===== config.mk =====
export PLATFORM = sky130hd
export DESIGN_NAME = ignition_interlock_flat
export DESIGN_NICKNAME = d
export VERILOG_FILES = /design/src/rtl/ignition_interlock_if.sv /design/src/rtl/ignition_interlock.sv /design/src/flat_wrapper.sv
export SDC_FILE = /design/constraint.sdc
export NUM_CORES = 1
export LEC_CHECK = 0
export ABC_AREA = 1
export BUFFER_PORTS_ARGS = -buffer_cell sky130_fd_sc_hd__buf_2
export CORE_MARGIN = 5
export CORE_UTILIZATION = 55
export DETAILED_ROUTE_END_ITERATION = 12
export PLACE_DENSITY = 0.78
export SYNTH_ARGS = -nofsm -noshare
export SYNTH_HDL_FRONTEND = slang
export SYNTH_SLANG_ARGS = --single-unit

===== constraint.sdc =====
create_clock -name clk -period 1.9 [get_ports clk]
set_input_delay 0.285 -clock clk [delete_from_list [all_inputs] [get_ports clk]]
set_output_delay 0.285 -clock clk [all_outputs]
set_load 0.01 [all_outputs]

===== src/rtl/ignition_interlock_if.sv =====
// Signal bundle between the ignition interlock and the vehicle-side logic.
// master drives the sensor and driver inputs; slave is the interlock.
interface ignition_interlock_if #(
  parameter int unsigned NCH = 8
);
  logic           key;
  logic           brk;
  logic           pbrk;
  logic           srv;
  logic           bat_ok;
  logic           start_req;
  logic           eng_run;
  logic           ack;
  logic [NCH-1:0] sns_ok;
  logic [NCH-1:0] pri_mask;
  logic [NCH-1:0] warn;
  logic           warn_pri1;
  logic           warn_pri2;
  logic           chime;
  logic           start_permit;
  logic           crank;
  logic [2:0]     state;

  modport master (
    output key, brk, pbrk, srv, bat_ok, start_req, eng_run, ack, sns_ok, pri_mask,
    input  warn, warn_pri1, warn_pri2, chime, start_permit, crank, state
  );

  modport slave (
    input  key, brk, pbrk, srv, bat_ok, start_req, eng_run, ack, sns_ok, pri_mask,
    output warn, warn_pri1, warn_pri2, chime, start_permit, crank, state
  );
endinterface


===== src/rtl/ignition_interlock.sv =====
// Ignition interlock: per-channel sensor debounce, prioritised warning chime
// with driver acknowledge, and the key/start/crank/lockout state machine.
module ignition_interlock #(
  parameter int unsigned NCH       = 8,
  parameter int unsigned DEB_N     = 10,
  parameter int unsigned CHIME_ON  = 16,
  parameter int unsigned CHIME_OFF = 16,
  parameter int unsigned CRANK_MAX = 64,
  parameter int unsigned LOCK_CYC  = 128
) (
  input logic                clk,
  input logic                rst,
  ignition_interlock_if.slave bus
);
  localparam int unsigned CW   = $clog2(DEB_N + 1);
  localparam int unsigned PER  = CHIME_ON + CHIME_OFF;
  localparam int unsigned PW   = $clog2(PER + 1);
  localparam int unsigned TMAX = (CRANK_MAX > LOCK_CYC) ? CRANK_MAX : LOCK_CYC;
  localparam int unsigned TW   = $clog2(TMAX + 1);

  typedef enum logic [2:0] {
    S_OFF      = 3'd0,
    S_ARMED    = 3'd1,
    S_CRANKING = 3'd2,
    S_RUN      = 3'd3,
    S_LOCKOUT  = 3'd4
  } state_t;

  logic [NCH-1:0] warn, warn_d;
  logic [CW-1:0]  deb_cnt   [NCH];
  logic [CW-1:0]  deb_cnt_d [NCH];

  always_comb begin
    warn_d = warn;
    for (int unsigned i = 0; i < NCH; i++) begin
      deb_cnt_d[i] = '0;
      if (~bus.sns_ok[i] != warn[i]) begin
        if (deb_cnt[i] == CW'(DEB_N - 1)) warn_d[i] = ~bus.sns_ok[i];
        else                              deb_cnt_d[i] = deb_cnt[i] + CW'(1);
      end
    end
  end

  always_ff @(posedge clk) begin
    if (rst) begin
      warn <= '0;
      for (int unsigned i = 0; i < NCH; i++) deb_cnt[i] <= '0;
    end else begin
      warn <= warn_d;
      for (int unsigned i = 0; i < NCH; i++) deb_cnt[i] <= deb_cnt_d[i];
    end
  end

  logic warn_pri1, warn_pri2, pri2_rise, ack_flag, chime_act;
  logic [PW-1:0] phase;

  assign warn_pri1 = (|(warn & bus.pri_mask))  & ~bus.srv;
  assign warn_pri2 = (|(warn & ~bus.pri_mask)) & ~bus.srv;
  // A fresh priority-2 fault re-arms the chime even if ACK is held on that edge.
  assign pri2_rise = |(warn_d & ~warn & ~bus.pri_mask);
  assign chime_act = warn_pri1 | (warn_pri2 & ~ack_flag);

  always_ff @(posedge clk) begin
    if (rst)                          ack_flag <= 1'b0;
    else if (pri2_rise || !warn_pri2) ack_flag <= 1'b0;
    else if (bus.ack)                 ack_flag <= 1'b1;
  end

  always_ff @(posedge clk) begin
    if (rst || !chime_act)          phase <= '0;
    else if (phase == PW'(PER - 1)) phase <= '0;
    else                            phase <= phase + PW'(1);
  end

  state_t        state, state_d;
  logic [TW-1:0] tmr, tmr_d;
  logic          permit;

  assign permit = bus.key & ((bus.bat_ok & bus.brk & bus.pbrk & ~warn_pri1) | bus.srv);

  always_comb begin
    state_d = state;
    tmr_d   = '0;
    unique case (state)
      S_OFF:      if (bus.key) state_d = S_ARMED;
      S_ARMED:    if (bus.start_req && permit) state_d = S_CRANKING;
      S_CRANKING: begin
        if (bus.eng_run)                     state_d = S_RUN;
        else if (!bus.start_req)             state_d = S_ARMED;
        else if (tmr == TW'(CRANK_MAX - 1))  state_d = S_LOCKOUT;
      end
      S_RUN:      state_d = S_RUN;
      S_LOCKOUT:  if (tmr == TW'(LOCK_CYC - 1)) state_d = S_ARMED;
      default:    state_d = S_OFF;
    endcase
    if (!bus.key) state_d = S_OFF;
    if (state_d == state && (state == S_CRANKING || state == S_LOCKOUT))
      tmr_d = tmr + TW'(1);
  end

  always_ff @(posedge clk) begin
    if (rst) begin
      state <= S_OFF;
      tmr   <= '0;
    end else begin
      state <= state_d;
      tmr   <= tmr_d;
    end
  end

  assign bus.warn         = warn;
  assign bus.warn_pri1    = warn_pri1;
  assign bus.warn_pri2    = warn_pri2;
  assign bus.chime        = chime_act & (phase < PW'(CHIME_ON)) & ~bus.srv;
  assign bus.start_permit = permit & (state == S_ARMED);
  assign bus.crank        = (state == S_CRANKING);
  assign bus.state        = state;
endmodule


===== src/flat_wrapper.sv =====
// flat-port wrapper written by rule: the top's interface ports become plain ports
module ignition_interlock_flat 
#(
  parameter int unsigned NCH       = 8,
  parameter int unsigned DEB_N     = 10,
  parameter int unsigned CHIME_ON  = 16,
  parameter int unsigned CHIME_OFF = 16,
  parameter int unsigned CRANK_MAX = 64,
  parameter int unsigned LOCK_CYC  = 128
)
  (clk, rst, bus_key, bus_brk, bus_pbrk, bus_srv, bus_bat_ok, bus_start_req, bus_eng_run, bus_ack, bus_sns_ok, bus_pri_mask, bus_warn, bus_warn_pri1, bus_warn_pri2, bus_chime, bus_start_permit, bus_crank, bus_state);
  ignition_interlock_if #(.NCH(NCH)) bus_i ();
  input logic clk;
  input logic rst;
  input wire logic [$bits(bus_i.key)-1:0] bus_key;
  input wire logic [$bits(bus_i.brk)-1:0] bus_brk;
  input wire logic [$bits(bus_i.pbrk)-1:0] bus_pbrk;
  input wire logic [$bits(bus_i.srv)-1:0] bus_srv;
  input wire logic [$bits(bus_i.bat_ok)-1:0] bus_bat_ok;
  input wire logic [$bits(bus_i.start_req)-1:0] bus_start_req;
  input wire logic [$bits(bus_i.eng_run)-1:0] bus_eng_run;
  input wire logic [$bits(bus_i.ack)-1:0] bus_ack;
  input wire logic [$bits(bus_i.sns_ok)-1:0] bus_sns_ok;
  input wire logic [$bits(bus_i.pri_mask)-1:0] bus_pri_mask;
  output wire logic [$bits(bus_i.warn)-1:0] bus_warn;
  output wire logic [$bits(bus_i.warn_pri1)-1:0] bus_warn_pri1;
  output wire logic [$bits(bus_i.warn_pri2)-1:0] bus_warn_pri2;
  output wire logic [$bits(bus_i.chime)-1:0] bus_chime;
  output wire logic [$bits(bus_i.start_permit)-1:0] bus_start_permit;
  output wire logic [$bits(bus_i.crank)-1:0] bus_crank;
  output wire logic [$bits(bus_i.state)-1:0] bus_state;
  assign bus_i.key = bus_key;
  assign bus_i.brk = bus_brk;
  assign bus_i.pbrk = bus_pbrk;
  assign bus_i.srv = bus_srv;
  assign bus_i.bat_ok = bus_bat_ok;
  assign bus_i.start_req = bus_start_req;
  assign bus_i.eng_run = bus_eng_run;
  assign bus_i.ack = bus_ack;
  assign bus_i.sns_ok = bus_sns_ok;
  assign bus_i.pri_mask = bus_pri_mask;
  assign bus_warn = bus_i.warn;
  assign bus_warn_pri1 = bus_i.warn_pri1;
  assign bus_warn_pri2 = bus_i.warn_pri2;
  assign bus_chime = bus_i.chime;
  assign bus_start_permit = bus_i.start_permit;
  assign bus_crank = bus_i.crank;
  assign bus_state = bus_i.state;
  ignition_interlock #(.NCH(NCH), .DEB_N(DEB_N), .CHIME_ON(CHIME_ON), .CHIME_OFF(CHIME_OFF), .CRANK_MAX(CRANK_MAX), .LOCK_CYC(LOCK_CYC)) u_core (.clk(clk), .rst(rst), .bus(bus_i));
endmodule

==> impl_results.md, run 1 <==
- Outcome: completed
- Worst-margin pin slew: 0.4819 ns
- Antenna fix cells: 0
- Multi-input combinational cell area: 1498 um^2
- Total GRT Usage: 0.1836
- Crit path kind: reg2out
- DR pass1 iterations: 4
- Worst Setup Start Kind: flop
- Gpl congestion: 0.7900
- Syn Std Cell Area: 2756 um^2
- Fillcell total: 401
- Initial Util: 0.5759
- CP endpoint kind: output port
- DRT iter0 DRCs: 94
- Pleak: 0.001409 uW
- Maxcap violations: 0
- Post-DP HPWL: 4030 um
- Height of the die: 80.79 um
- Synth Area per Inst: 8.013 um^2
- Input/output buffers: 41
- Die extent in x: 80.79 um
- Total global routing overflow: 0
- Sequential element share of the synthesized area: 0.4212
- CTS Hold Buffers Added: 0
- Layout Nets: 448
- Row count: 25
- Register share of total power: 0.546
- Seq cells post-synth: 58
- Cell-internal power: 1737 uW
- TritonCTS clock tree: built
- Peak VDD IR: 559.9 uV
- Max transition margin: 0.6782
- Vias in the first global route: 2167
- IO Count: 42
- Worst hold stages: 2
- Worst r2r path cells: 14
- Num CTS Buffers: 9
- # setup viols final: 0
- Setup ws final: 0.06949 ns
- Hold_sp: bus_sns_ok[0]
- Area delta synth->final: 19.97%
- Worst min path class: in2reg
- CTS Buffer Depth: 2
- Clk pwr share: 0.398
- Yosys cell types: 31
- Residual DRC count: 0
- Combinational fraction of design power: 0.056
- Syn nets: 388
- Yosys warning total: 0
- Antenna violations before repair: 0
- Yosys top cell area share: 0.4212
- F_max: 546.3 MHz
- Synth area leaders: dfxtp_1 (42%), nor2_1 (12%), ha_1 (8.2%), nand2_1 (5.7%), xnor2_1 (5.7%)
- Worst slack, placed: 0.1870 ns
- Hold path endpoint: u_core.bus.warn[0]$_SDFF_PP0_
- Final Critical Period: 1.831 ns
- Sw Share: 0.2386
- Sw Pwr: 544.3 uW
- Post-DR vias/cell: 4.863
- Final Skew: 0.008273 ns
- Wire per inst: 11.36 um
- R2r setup slk: 0.16 ns
- Final hold vios: 0
- Final slew viol count: 0
- CTS sink cnt: 58
- Fin crit share: 0.9634
- Placed inst area: 3064 um^2
- Core Area: 4786 um^2
- Mapped Cells: 344
- RSZ-0062 raised after global routing: true
- Clk Tree Root Cell: clkbuf_8
- Clock slew at reported path FFs: 0.06 ns
- RR Startpoint: u_core.bus.warn[4]$_SDFF_PP0_
- Post-route cell area: 3307 um^2
- Worst-path maximum fanout: 5
- H-Tree Depth: 3
- Die area: 6527 um^2
- Critical R2R Capture: u_core.tmr[0]$_SDFF_PP0_
- Clk_lat worst skew: 0.33 ns
- Setup TNS: 0 ns
- Via count: 2310
- Global-route wire length before repair: 9108 um
- Layout cell share with drive strength beyond 1: 0.2157
- Area occupied by registers: 1181 um^2
- Worst EP arrival: 1.55 ns
- Power Dens Cells: 689.8 nW/um^2
- Largest net degree at the start of global routing: 16
- Worst Path Required: 1.62 ns
- Area leader, netlist: dfxtp_1
- Final ANT Viol Nets: 0
- Final wirelength: 5398 um
-- stage by stage --
stage	hold WS (ns)	utilization	cells	total power, uW
6_report	0.1580	0.6910	475	2281
4_1_cts	0.1552	0.6758	470	2302
5_1_grt	0.1632	0.6910	475	2381
2_1_floorplan	0.3635	-	344	1344
3_5_place_dp	0.4451	0.6403	454	1406
3_3_place_gp	0.4298	0.6403	454	1400
-- repair_timing --
item / in CTS / in global routing
setup endpoints to repair: 1 / 1
setup buffers: 1 / 5
pin swaps: 1 / 2
gates resized for setup: 6 / 10
-- sequential cells by signal, summed over array words and instances, names as in the netlist --
name	count
u_core.deb_cnt	32
u_core.phase	6
u_core.bus.warn	8
u_core.tmr	8
u_core.bus.state	3
u_core.ack_flag	1
-- synth_stat cells --
cell,number
nor3_2,1
o22ai_1,4
nor2_2,1
nand3b_1,6
nor2_4,1
nand3_1,26
inv_1,31
nor4_1,1
dfxtp_1,58
nand2_2,3
a211oi_1,2
nor3_1,4
a21oi_2,1
a21boi_1,1
nor2_1,87
nand2_1,42
a221oi_1,1
a21oi_1,9
xnor2_1,18
nand4_1,3
nand4_4,1
inv_2,1
ha_1,18
xor2_1,15
or2_2,1
nand3_2,3
nor3b_1,1
clkbuf_1,1
o311ai_2,1
o221ai_1,1
and3_1,1
-- cell families after synthesis --
family,after synthesis,synth area share
buffers and inverters,33,0.04494
xor gates and xnor gates,33,0.1049
adders and majority gates,18,0.08171
and+or+nand+nor,182,0.2982
DFF,58,0.4212
AOI/OAI and AO/OA,20,0.04902
-- layout by cell type (no fill, tap or decap), types with 2 or more instances in the layout --
cell,count
nand4_1,3
buf_2,41
nand2_2,4
nand3b_1,6
a211oi_1,2
inv_1,31
buf_4,9
nor2_1,87
xnor2_1,18
ha_1,18
clkinv_2,4
nand2_1,41
clkbuf_8,9
nand3_1,26
dfxtp_1,52
clkbuf_1,2
xor2_1,15
dfxtp_4,5
o22ai_2,3
nand3_2,3
a21oi_1,9
nor3_1,4
-- per-layer routing --
layer  routed length [um]  share of wire  vias up  track usage
met5                    0              0        -            0
met3                  284          0.053        7      0.06098
met2                 2595           0.48       43       0.3038
li1                     -              -     1221            -
met1                 2443           0.45     1039       0.2164
met4                   74          0.014        0      0.08277
-- cell type report --
cell class / instances / area share
Timing Repair Buffer: 50 / 0.08248
Clock inverter: 4 / 0.006054
Tap cell: 67 / 0.02535
Multi-Input combinational cell: 253 / 0.4529
Clock buffer: 11 / 0.03973
Sequential cell: 58 / 0.3572
Inverter: 32 / 0.03632
-- critical path, stage by stage, from the launching register on --
cell and delay (ns):
dfxtp_2 0.32, buf_4 0.14, nand2_1 0.06, nand2_1 0.06, nor2_1 0.11, nand2_1 0.08
nand2_2 0.08, buf_4 0.12, and3_1 0.13, buf_2 0.12
-- how the worst max path moves through the flow --
stage / startpoint / to / slack [ns] / depth (start not counted)
2_1_floorplan: u_core.bus.warn[4]$_SDFF_PP0_ / bus_chime / 0.23 / 7
3_3_place_gp: bus_pri_mask[6] / bus_chime / 0.24 / 8
3_5_place_dp: u_core.bus.warn[5]$_SDFF_PP0_ / bus_chime / 0.19 / 8
4_1_cts: u_core.bus.warn[5]$_SDFF_PP0_ / bus_chime / 0.003 / 8
5_1_grt: u_core.bus.warn[6]$_SDFF_PP0_ / bus_start_permit / -0.01 / 9
6_report: u_core.bus.warn[4]$_SDFF_PP0_ / bus_start_permit / 0.07 / 9
-- power groups by stage --
stage	combinational [uW]	clock (uW)	sequential [uW]
detailed placement	126	0	1280
finish	128	908	1250
global route	147	986	1250
floorplan	67.7	0	1280
CTS	127	922	1250
global placement	121	0	1280
(Power assumes the default switching activity.)
==> inputs of run 2 (changes only) <==
--- a/config.mk
+++ b/config.mk
@@ -11,6 +11,7 @@
 export CORE_UTILIZATION = 55
 export DETAILED_ROUTE_END_ITERATION = 12
 export PLACE_DENSITY = 0.78
+export REMOVE_ABC_BUFFERS = 1
 export SYNTH_ARGS = -nofsm -noshare
 export SYNTH_HDL_FRONTEND = slang
 export SYNTH_SLANG_ARGS = --single-unit
==> run 2 against run 1 <==
Effect of this change: count of clock-buffer cells in the layout grew 3; die area did not move; routed wire length decreased by 0.17%; combinational power is essentially flat; sequential cell count is the same; critical path type unchanged.
==> impl_results.md, run 2 (same netlist as run 1, synthesis figures left out) <==
- DRT iter0 DRCs: 63 (-33%)
- Row count: 25 (unchanged)
- DR pass1 iterations: 4 (unchanged)
- Worst EP arrival: 1.56 ns (about the same)
- Input/output buffers: 41 (unchanged)
- Initial Util: 0.5759 (unchanged)
- Layout Cells excl Fill: 472 (-0.63%)
- Highest-count cells in the layout ignoring fill and taps: nor2_1 (85), dfxtp_1 (50), nand2_1 (41), buf_2 (41), inv_1 (29)
- Top Registers: u_core.deb_cnt: 32 flops, u_core.bus.warn: 8 flops, u_core.tmr: 8 flops
- Fillcell total: 375 (-6.5%)
- Total GRT Usage: 0.1846 (+0.0009310)
- TritonCTS clock tree: built
- Via count: 2289 (-0.91%)
- # setup viols final: 0 (unchanged)
- Setup TNS: 0 ns (unchanged)
- Global-route wire length before repair: 9204 um (+1.1%)
- CTS Buffer Depth: 2 (unchanged)
- Area delta synth->final: 22.70%
- GR Util met3: 0.06319 (+0.002217)
- DP Cell Count: 453 (-0.22%)
- Residual DRC count: 0 (unchanged)
- Met2 usage: 0.2997 (-0.004139)
- Power Dens Cells: 768.9 nW/um^2 (+11%)
- Final ANT Viol Nets: 0 (unchanged)
- Worst min path class: in2reg
- Wire per inst: 11.42 um (+0.47%)
- CTS sink cnt: 58 (unchanged)
- F_max: 542.9 MHz (-0.62%)
- Maxcap violations: 0 (unchanged)
- Total power: 2600 uW (+14%)
- Worst Path Required: 1.62 ns (about the same)
- Clock slew at reported path FFs: 0.06 ns (about the same)
- Area occupied by registers: 1189 um^2 (+0.64%)
- Num CTS Buffers: 9 (unchanged)
- Clk_lat worst skew: 0.33 ns (about the same)
- Final Skew: 0.008704 ns (+0.0004313 ns)
- H-Tree Depth: 3 (unchanged)
- Layout Nets: 445 (-0.67%)
- Final wirelength: 5389 um (-0.17%)
- CTS Hold Buffers Added: 0 (unchanged)
- Worst Setup Start Kind: flop
- Post-DP HPWL: 3974 um (-1.4%)
- Gpl congestion: 0.8813 (+12%)
- Crit path kind: reg2out
- Clk Tree Root Cell: clkbuf_8
- Most common cell after layout, fill and taps aside: nor2_1
- Worst-path maximum fanout: 7 (+2)
- Fin crit share: 0.9695 (+0.006041)
- Worst-margin pin slew: 0.4767 ns (-0.005203 ns)
- Largest net degree at the start of global routing: 10 (-6)
- Max transition margin: 0.6817 (+0.003474)
- GRT Max-Usage Layer: met2
- Peak VDD IR: 736.9 uV (+32%)
- Layout cell share with drive strength beyond 1: 0.2321 (+0.01641)
- Vias in the first global route: 2217 (+2.3%)
- Max FFs per register: 32 (unchanged)
- Multi-input combinational cell area: 1516 um^2 (+1.3%)
- WHS: 0.1426 ns (-0.01546 ns)
- Final hold vios: 0 (unchanged)
- Die area: 6527 um^2 (unchanged)
- Largest reg by FF count: u_core.deb_cnt
- Outcome: completed
- CP endpoint kind: output port
- Post-DR vias/cell: 4.850 (-0.28%)
- Grt met1 use: 0.2182 (+0.001803)
- Antenna fix cells: 0 (unchanged)
- Pleak: 0.001432 uW (+1.6%)
- Final slew viol count: 0 (unchanged)
- IO Count: 42 (unchanged)
- Core Area: 4786 um^2 (unchanged)
- Height of the die: 80.79 um (unchanged)
- Die extent in x: 80.79 um (unchanged)
- Util after Layout: 0.7067 (+0.01569)
- RSZ-0062 raised after global routing: true
- Final Critical Period: 1.842 ns (+0.01148 ns)
- Antenna violations before repair: 0 (unchanged)
- Total global routing overflow: 0 (unchanged)
## run 2: path summary, 6_finish.rpt
check	endpoint	slack, ns	cells after the start	startpoint
setup / recovery	bus_chime	0.06	8	u_core.bus.warn[0]$_SDFF_PP0_
hold / removal	u_core.bus.warn[0]$_SDFF_PP0_	0.14	2	bus_sns_ok[0]
setup reg to reg	u_core.tmr[0]$_SDFF_PP0_	0.24	11	u_core.tmr[0]$_SDFF_PP0_
hold reg to reg	u_core.tmr[0]$_SDFF_PP0_	0.44	1	u_core.tmr[0]$_SDFF_PP0_
## run 2: worst max-delay path, cell delays in order, from the launching register on
cell	delay, ns
dfxtp_4	0.37
inv_1	0.06
o22ai_2	0.15
nor2_2	0.06
a21oi_2	0.14
nand2_1	0.08
nand2_2	0.08
nor3b_2	0.14
buf_2	0.14
## run 2: repair_timing
item                       4_1_cts  5_1_grt
setup endpoints to repair        1        1
gates resized for setup         12       14
pin swaps                        2        6
hold endpoints to repair         0        0
setup buffers                    1        3
cloned                           0        0
## run 2: layout make-up
cell class | count | area share
Timing Repair Buffer | 47 | 0.07399
Multi-Input combinational cell | 253 | 0.4484
Inverter | 32 | 0.03552
Clock inverter | 1 | 0.008879
Clock buffer | 14 | 0.05697
Tap cell | 67 | 0.02479
Sequential cell | 58 | 0.3515
## run 2: stage by stage
step                      instance area (um^2)  setup slack, ns
after floorplan                           2753           0.2285
after global placement                    3057           0.2365
after detailed placement                  3057           0.2222
after CTS                                 3314          0.01458
after global routing                      3382         -0.06069
final                                     3382          0.05801
## run 2: where the power goes
part           internal, uW  switching [uW]
registers              1230            17.6
clock network           778             450
logic                  53.6            76.7
total                  2060             544
## run 2: layer usage
| layer | part of all wire | wire, um |
|---|---|---|
| met5 | 0 | 0 |
| met4 | 0.015 | 81 |
| met2 | 0.47 | 2555 |
| met1 | 0.45 | 2410 |
| met3 | 0.063 | 341 |
